**src/rtl/biu_multi_if.sv**
```systemverilog
// ---------------------------------------------------------------------------
// biu_multi_if: bus bundle between the CPU data port, the BIU and the
// memory-mapped slaves.
//
//   CPU side   : daddr, dwdata, dwe, dreq   (CPU -> BIU)
//                drdata, dready, derr       (BIU -> CPU)
//   Slave side : s_daddr, s_dwdata, s_sel, s_dwe (BIU -> slaves)
//                s_drdata, s_ready               (slaves -> BIU)
//
// Modports:
//   master : the CPU data port
//   slave  : the BIU (slave of the CPU, owner of the slave-side bus)
//   periph : the collection of memory-mapped slaves
// ---------------------------------------------------------------------------
interface biu_multi_if #(
    parameter int NSLV = 4,
    parameter int AW   = 32,
    parameter int DW   = 32
);
    localparam int BW = DW / 8;

    logic [AW-1:0]      daddr;
    logic [DW-1:0]      dwdata;
    logic [BW-1:0]      dwe;
    logic               dreq;
    logic [DW-1:0]      drdata;
    logic               dready;
    logic               derr;

    logic [AW-1:0]      s_daddr;
    logic [DW-1:0]      s_dwdata;
    logic [NSLV-1:0]    s_sel;
    logic [NSLV*BW-1:0] s_dwe;
    logic [NSLV*DW-1:0] s_drdata;
    logic [NSLV-1:0]    s_ready;

    modport master (
        output daddr, dwdata, dwe, dreq,
        input  drdata, dready, derr
    );

    modport slave (
        input  daddr, dwdata, dwe, dreq,
        output drdata, dready, derr,
        output s_daddr, s_dwdata, s_sel, s_dwe,
        input  s_drdata, s_ready
    );

    modport periph (
        input  s_daddr, s_dwdata, s_sel, s_dwe,
        output s_drdata, s_ready
    );
endinterface

```
**src/rtl/biu_multi.sv**
```systemverilog
// ---------------------------------------------------------------------------
// biu_multi: bus interface unit between the CPU data port and NSLV
// memory-mapped slaves.
//
// The slave is picked by daddr[SEL_LSB +: SELW]. A mapped access holds the
// one-hot select and byte enables for the whole WAIT period until the slave
// answers with s_ready or the watchdog expires after TIMEOUT cycles. Unmapped
// addresses and timeouts complete with derr=1 and a DEAD_BEEF data pattern,
// and are logged in err_addr / err_cnt (saturating).
//
// Ports:
//   clk      : system clock, all state on posedge
//   reset    : synchronous, active-high
//   bus      : biu_multi_if.slave (CPU handshake + shared slave bus)
//   err_addr : address of the most recent failed access (sticky)
//   err_cnt  : failed-access count, saturates at 255
// ---------------------------------------------------------------------------
module biu_multi #(
    parameter int NSLV    = 4,
    parameter int AW      = 32,
    parameter int DW      = 32,
    parameter int SEL_LSB = 12,
    parameter int SELW    = 3,
    parameter int TIMEOUT = 15
) (
    input  logic          clk,
    input  logic          reset,
    biu_multi_if.slave    bus,
    output logic [AW-1:0] err_addr,
    output logic [7:0]    err_cnt
);
    localparam int BW = DW / 8;
    localparam int CW = (TIMEOUT > 1) ? $clog2(TIMEOUT) : 1;
    localparam logic [CW-1:0]   CNT_LAST = CW'(TIMEOUT - 1);
    localparam logic [SELW:0]   NSLV_W   = (SELW + 1)'(NSLV);
    localparam logic [DW-1:0]   ERR_DATA = DW'(32'hDEAD_BEEF);

    typedef enum logic [1:0] {
        ST_IDLE,
        ST_WAIT,
        ST_UNMAP,
        ST_RESP
    } state_t;

    state_t             state_q, state_d;
    logic [AW-1:0]      addr_q, addr_d;
    logic [DW-1:0]      wdata_q, wdata_d;
    logic [NSLV-1:0]    sel_q, sel_d;
    logic [NSLV*BW-1:0] s_dwe_q, s_dwe_d;
    logic [CW-1:0]      cnt_q, cnt_d;
    logic [DW-1:0]      drdata_q, drdata_d;
    logic               dready_q, dready_d;
    logic               derr_q, derr_d;
    logic [AW-1:0]      err_addr_q, err_addr_d;
    logic [7:0]         err_cnt_q, err_cnt_d;

    // Address decode of the live CPU request (used only on acceptance)
    logic [SELW-1:0]    idx;
    logic               mapped;
    logic [NSLV-1:0]    dec_sel;
    logic [NSLV*BW-1:0] dec_dwe;

    // Read-data mux driven by the registered select, so only the slave that
    // owns the access can contribute data or completion.
    logic [DW-1:0]      rd_masked [NSLV];
    logic [DW-1:0]      rdata_mux;
    logic               ready_hit;

    assign idx    = bus.daddr[SEL_LSB +: SELW];
    assign mapped = ({1'b0, idx} < NSLV_W);

    genvar gi;
    generate
        for (gi = 0; gi < NSLV; gi++) begin : g_slv
            assign dec_sel[gi]            = (idx == SELW'(gi));
            assign dec_dwe[gi*BW +: BW]   = dec_sel[gi] ? bus.dwe : '0;
            assign rd_masked[gi]          = sel_q[gi] ? bus.s_drdata[gi*DW +: DW] : '0;
        end
    endgenerate

    always_comb begin
        rdata_mux = '0;
        for (int k = 0; k < NSLV; k++) begin
            rdata_mux = rdata_mux | rd_masked[k];
        end
    end

    assign ready_hit = |(bus.s_ready & sel_q);

    always_comb begin
        state_d    = state_q;
        addr_d     = addr_q;
        wdata_d    = wdata_q;
        sel_d      = sel_q;
        s_dwe_d    = s_dwe_q;
        cnt_d      = cnt_q;
        drdata_d   = drdata_q;
        dready_d   = 1'b0;
        derr_d     = 1'b0;
        err_addr_d = err_addr_q;
        err_cnt_d  = err_cnt_q;

        case (state_q)
            ST_IDLE: begin
                if (bus.dreq) begin
                    addr_d  = bus.daddr;
                    wdata_d = bus.dwdata;
                    cnt_d   = '0;
                    if (mapped) begin
                        state_d = ST_WAIT;
                        sel_d   = dec_sel;
                        s_dwe_d = dec_dwe;
                    end else begin
                        state_d = ST_UNMAP;
                    end
                end
            end
            ST_WAIT: begin
                if (ready_hit) begin
                    drdata_d = rdata_mux;
                    dready_d = 1'b1;
                    state_d  = ST_RESP;
                    sel_d    = '0;
                    s_dwe_d  = '0;
                end else if (cnt_q == CNT_LAST) begin
                    // Watchdog: this was the TIMEOUT-th cycle without an answer
                    drdata_d = ERR_DATA;
                    dready_d = 1'b1;
                    derr_d   = 1'b1;
                    state_d  = ST_RESP;
                    sel_d    = '0;
                    s_dwe_d  = '0;
                end else begin
                    cnt_d = cnt_q + 1'b1;
                end
            end
            ST_UNMAP: begin
                drdata_d = ERR_DATA;
                dready_d = 1'b1;
                derr_d   = 1'b1;
                state_d  = ST_RESP;
            end
            ST_RESP: begin
                // derr_q is the error flag being presented this cycle
                if (derr_q) begin
                    err_addr_d = addr_q;
                    if (err_cnt_q != 8'hFF) begin
                        err_cnt_d = err_cnt_q + 8'd1;
                    end
                end
                cnt_d   = '0;
                state_d = ST_IDLE;
            end
            default: begin
                state_d = ST_IDLE;
            end
        endcase
    end

    always_ff @(posedge clk) begin
        if (reset) begin
            state_q    <= ST_IDLE;
            addr_q     <= '0;
            wdata_q    <= '0;
            sel_q      <= '0;
            s_dwe_q    <= '0;
            cnt_q      <= '0;
            drdata_q   <= '0;
            dready_q   <= 1'b0;
            derr_q     <= 1'b0;
            err_addr_q <= '0;
            err_cnt_q  <= '0;
        end else begin
            state_q    <= state_d;
            addr_q     <= addr_d;
            wdata_q    <= wdata_d;
            sel_q      <= sel_d;
            s_dwe_q    <= s_dwe_d;
            cnt_q      <= cnt_d;
            drdata_q   <= drdata_d;
            dready_q   <= dready_d;
            derr_q     <= derr_d;
            err_addr_q <= err_addr_d;
            err_cnt_q  <= err_cnt_d;
        end
    end

    assign bus.drdata   = drdata_q;
    assign bus.dready   = dready_q;
    assign bus.derr     = derr_q;
    assign bus.s_daddr  = addr_q;
    assign bus.s_dwdata = wdata_q;
    assign bus.s_sel    = sel_q;
    assign bus.s_dwe    = s_dwe_q;
    assign err_addr     = err_addr_q;
    assign err_cnt      = err_cnt_q;
endmodule

```
**src/flat_wrapper.sv**
```systemverilog
// flat-port wrapper written by rule: the top's interface ports become plain ports
module biu_multi_flat 
#(
    parameter int NSLV    = 4,
    parameter int AW      = 32,
    parameter int DW      = 32,
    parameter int SEL_LSB = 12,
    parameter int SELW    = 3,
    parameter int TIMEOUT = 15
)
  (clk, reset, err_addr, err_cnt, bus_daddr, bus_dwdata, bus_dwe, bus_dreq, bus_drdata, bus_dready, bus_derr, bus_s_daddr, bus_s_dwdata, bus_s_sel, bus_s_dwe, bus_s_drdata, bus_s_ready);
  biu_multi_if #(.NSLV(NSLV), .AW(AW), .DW(DW)) bus_i ();
  input  logic clk;
  input  logic reset;
  output logic [AW-1:0] err_addr;
  output logic [7:0] err_cnt;
  input wire logic [$bits(bus_i.daddr)-1:0] bus_daddr;
  input wire logic [$bits(bus_i.dwdata)-1:0] bus_dwdata;
  input wire logic [$bits(bus_i.dwe)-1:0] bus_dwe;
  input wire logic [$bits(bus_i.dreq)-1:0] bus_dreq;
  output wire logic [$bits(bus_i.drdata)-1:0] bus_drdata;
  output wire logic [$bits(bus_i.dready)-1:0] bus_dready;
  output wire logic [$bits(bus_i.derr)-1:0] bus_derr;
  output wire logic [$bits(bus_i.s_daddr)-1:0] bus_s_daddr;
  output wire logic [$bits(bus_i.s_dwdata)-1:0] bus_s_dwdata;
  output wire logic [$bits(bus_i.s_sel)-1:0] bus_s_sel;
  output wire logic [$bits(bus_i.s_dwe)-1:0] bus_s_dwe;
  input wire logic [$bits(bus_i.s_drdata)-1:0] bus_s_drdata;
  input wire logic [$bits(bus_i.s_ready)-1:0] bus_s_ready;
  assign bus_i.daddr = bus_daddr;
  assign bus_i.dwdata = bus_dwdata;
  assign bus_i.dwe = bus_dwe;
  assign bus_i.dreq = bus_dreq;
  assign bus_drdata = bus_i.drdata;
  assign bus_dready = bus_i.dready;
  assign bus_derr = bus_i.derr;
  assign bus_s_daddr = bus_i.s_daddr;
  assign bus_s_dwdata = bus_i.s_dwdata;
  assign bus_s_sel = bus_i.s_sel;
  assign bus_s_dwe = bus_i.s_dwe;
  assign bus_i.s_drdata = bus_s_drdata;
  assign bus_i.s_ready = bus_s_ready;
  biu_multi #(.NSLV(NSLV), .AW(AW), .DW(DW), .SEL_LSB(SEL_LSB), .SELW(SELW), .TIMEOUT(TIMEOUT)) u_core (.clk(clk), .reset(reset), .bus(bus_i), .err_addr(err_addr), .err_cnt(err_cnt));
endmodule
```
**config.mk**
```make
export PLATFORM = sky130hd
export DESIGN_NAME = biu_multi_flat
export DESIGN_NICKNAME = d
export VERILOG_FILES = /design/src/rtl/biu_multi_if.sv /design/src/rtl/biu_multi.sv /design/src/flat_wrapper.sv
export SDC_FILE = /design/constraint.sdc
export NUM_CORES = 1
export LEC_CHECK = 0
export BUFFER_PORTS_ARGS = -buffer_cell sky130_fd_sc_hd__buf_2
export CAP_MARGIN = 15
export CORE_AREA = 2 2 140 142
export CTS_BUF_LIST = sky130_fd_sc_hd__clkbuf_8
export CTS_CLUSTER_SIZE = 10
export DETAILED_ROUTE_END_ITERATION = 12
export DIE_AREA = 0 0 142 144
export PLACE_DENSITY_LB_ADDON = 0.2
export SLEW_MARGIN = 20
export SYNTH_ARGS = -nofsm -noshare
export SYNTH_HDL_FRONTEND = slang
export SYNTH_SLANG_ARGS = --single-unit
```
**constraint.sdc**
```tcl
create_clock -name clk -period 2.1 [get_ports clk]
set_input_delay 0.42 -clock clk [delete_from_list [all_inputs] [get_ports clk]]
set_output_delay 0.42 -clock clk [all_outputs]
set_load 0.02 [all_outputs]
```
==> flow_summary.yaml <==
status:
  status: "finished, final reports clean"
floorplan:
  start_util: 0.354
  rows: 51
  die_area_um2: 20400
  die_x_um: 142
  num_io_pins: 361
  fp.dieH_um: 144
  core_region_area_um2: 19100
min_path:
  hp-start: "bus_dwdata[10]"
  min_path_type: "in2reg"
  min_to: "u_core.bus.s_dwdata[10]"
  hold-path-cell-count: 3
logic_synthesis:
  synth_edf_count: 0
  syn_inst: 825
  syn-num-nets: 1037
  ys_warn_count: 0
  yosys.area.top_type: "dfxtp_1"
  ys_seq_area_frac: 0.486
  ys_top_cells_by_area: "dfxtp_1, nand2_1, a21oi_1"
  ys_async_sr_fraction: 0
  avgSynthCellArea_um2: 8.18
  syn_area_um2: 6750
  synthFlopType: "dfxtp_1"
  yosysTopAreaCellShare: 0.486
  synth_cell_types: 41
  ys_seq_elements: 164
timing:
  finalHoldViolCount: 0
  slew_viol_final: 0
  min_period_ns: 1.91
  hold_ws_ns: 0.185
  final-setup-viol-count: 0
  clock_skew_ns: 0.0135
  rsz0062_at_grt: "no"
  worst_slew_pin_slew_ns: 0.433
  max_freq_ghz: 0.523
  fin_setup_tns_ns: 0
  finalCritPeriodShare: 0.910
  slew_headroom: 0.707
place:
  portBuffers: 360
  gp_congestion: 0.797
  dp_hpwl_um: 16600
  dpl.cell_count: 1383
route:
  routedWlPerCell_um: 16.1
  drt_iter0_markers: 373
  wirelength_um: 22800
  ant_nets: 0
  route.vias.total: 7206
  first_pass_iters: 5
  remaining_drc_errors: 0
  via_per_inst: 5.09
power_and_ir_drop:
  p_int_uw: 5630
  powerDensity_nw_per_um2: 1020
  pwr-share-comb: 0.363
  power.leakage_uw: 0.00411
  peakVddDrop_v: 0.000571
  swShare: 0.401
  switchingPower_uw: 3770
  pwr-share-seq: 0.409
  pwr-share-clk: 0.228
clock_tree:
  root_buffer: "clkbuf_8"
  h-tree-depth: 4
  clkLatencyLatePin_ns: 0.46
  clock_sinks: 164
  cts_tree: "built"
  clk_path_buf_depth: 2
  path_clk_slew_ns: 0.10
  numCtsBuffers: 17
layout:
  num_antenna_cells: 0
  layout-drive-gt1-share: 0.363
  utilization: 0.483
  seq_area_um2: 3280
  syn_to_final_growth_pct: 36.4
  nets: 1376
  final_cells: 1415
  final_common_cell: "buf_2"
  fillers: 1957
  final_cell_mix: "buf_2, nand2_1, dfxtp_1"
  multiInputGateArea_um2: 3190
critical_path:
  setup.worst_path.start_class: "register"
  worstPathRequired_ns: 1.68
  timing.rr.start: "u_core.state_q[0]"
  r2r_cells: 6
  critPathCaptureType: "primary output"
  r2r_setup_slack_ns: 0.21
  reg2reg_to: "u_core.bus.s_dwe[14]"
  crit_arrival_ns: 1.49
  crit_type: "reg2out"
  crit_fanout: 34
global_route:
  grt_util_all_layers: 0.213
  grt_max_degree: 75
  grt_pass1_wl_um: 34600
  antenna_found_initial: 0
  gr-total-overflow: 0
  grt_pass1_vias: 6675
run:
  max_cap_viol_count: 0
Yosys cell counts, types with 2 or more instances:
| cell | number |
|---|---|
| and2_1 | 3 |
| mux2i_1 | 3 |
| a21oi_1 | 124 |
| nor2_1 | 36 |
| a22oi_4 | 2 |
| nor4b_1 | 2 |
| xor2_1 | 4 |
| dfxtp_1 | 164 |
| or4b_1 | 4 |
| buf_4 | 2 |
| a31oi_1 | 2 |
| o211ai_1 | 2 |
| a22oi_1 | 64 |
| a311oi_1 | 24 |
| nand4_1 | 16 |
| clkbuf_1 | 44 |
| ha_1 | 9 |
| nand2_1 | 206 |
| and3_1 | 2 |
| buf_1 | 11 |
| nor3_1 | 2 |
| nand2b_1 | 11 |
| a41oi_1 | 2 |
| or4_1 | 2 |
| o21ai_0 | 35 |
| a21o_1 | 2 |
| inv_1 | 6 |
| or3_1 | 4 |
| buf_2 | 9 |
| a211oi_1 | 3 |
| nand3_1 | 15 |
metrics by stage:
stage	cell area, um^2	power (uW)	setup WS [ns]
floorplan	6750	6030	0.381
global placement	8850	7290	0.282
detailed placement	8850	7330	0.203
CTS	9200	9480	0.171
global route	9210	10000	0.0246
finish	9210	9400	0.189
worst max path at each step:
stage                                        to  cells past startpoint                start
final                              bus_s_sel[1]                      2  u_core.bus.s_sel[1]
after global routing      u_core.bus.drdata[25]                      7    u_core.state_q[1]
after CTS                 u_core.bus.drdata[25]                      7    u_core.state_q[1]
after detailed placement  u_core.bus.drdata[25]                      7    u_core.state_q[1]
after global placement     u_core.bus.s_dwe[12]                      6    u_core.state_q[0]
after floorplan            u_core.bus.s_dwe[15]                      7    u_core.state_q[1]
state kept, by name, summed over array words and instances (netlist names):
signal,flops
u_core.bus.derr,1
u_core.bus.drdata,32
u_core.bus.dready,1
u_core.bus.s_daddr,32
u_core.bus.s_dwdata,32
u_core.bus.s_dwe,16
u_core.bus.s_sel,4
u_core.cnt_q,4
u_core.err_addr,32
u_core.err_cnt,8
u_core.state_q,2
routing by layer:
metal / vias to the layer above / wire length [um] / GRT usage
met2: 275 / 11200 / 0.369
met3: 38 / 1690 / 0.0573
met4: 0 / 603 / 0.0789
met1: 3303 / 9330 / 0.254
li1: 3590 / - / -
met5: - / 0 / 0
area by class of cell:
cell class              count  area share
flip-flops and latches    164       0.357
multi-input cells         588       0.346
repair buffers            387       0.224
well taps                 238      0.0323
clock buffers              17      0.0254
clock inverters            15      0.0132
inverters                   6     0.00245
cells by family after synthesis:
group           after synthesis  synth area share
xor+xnor                      4           0.00519
compound gates              261             0.241
mux                           3           0.00445
buf+inv                      73            0.0436
simple gates                311             0.202
fa+ha+maj                     9            0.0167
flops                       164             0.486
power groups by stage:
stage / sequential (uW) / combinational, uW / clock, uW
floorplan: 4430 / 1600 / 0
global placement: 3910 / 3380 / 0
detailed placement: 3920 / 3410 / 0
CTS: 3850 / 3420 / 2210
global route: 3910 / 3770 / 2360
finish: 3850 / 3410 / 2140
critical path, stage by stage (launching register included):
cell and delay (ns):
dfxtp_1 0.40, buf_4 0.39, buf_2 0.24
what timing repair did:
action                     CTS  global route
setup endpoints to repair    0             2
setup buffers                0             0
resized for setup            0             1
hold buffers                 0             0
(Power assumes the default switching activity.)
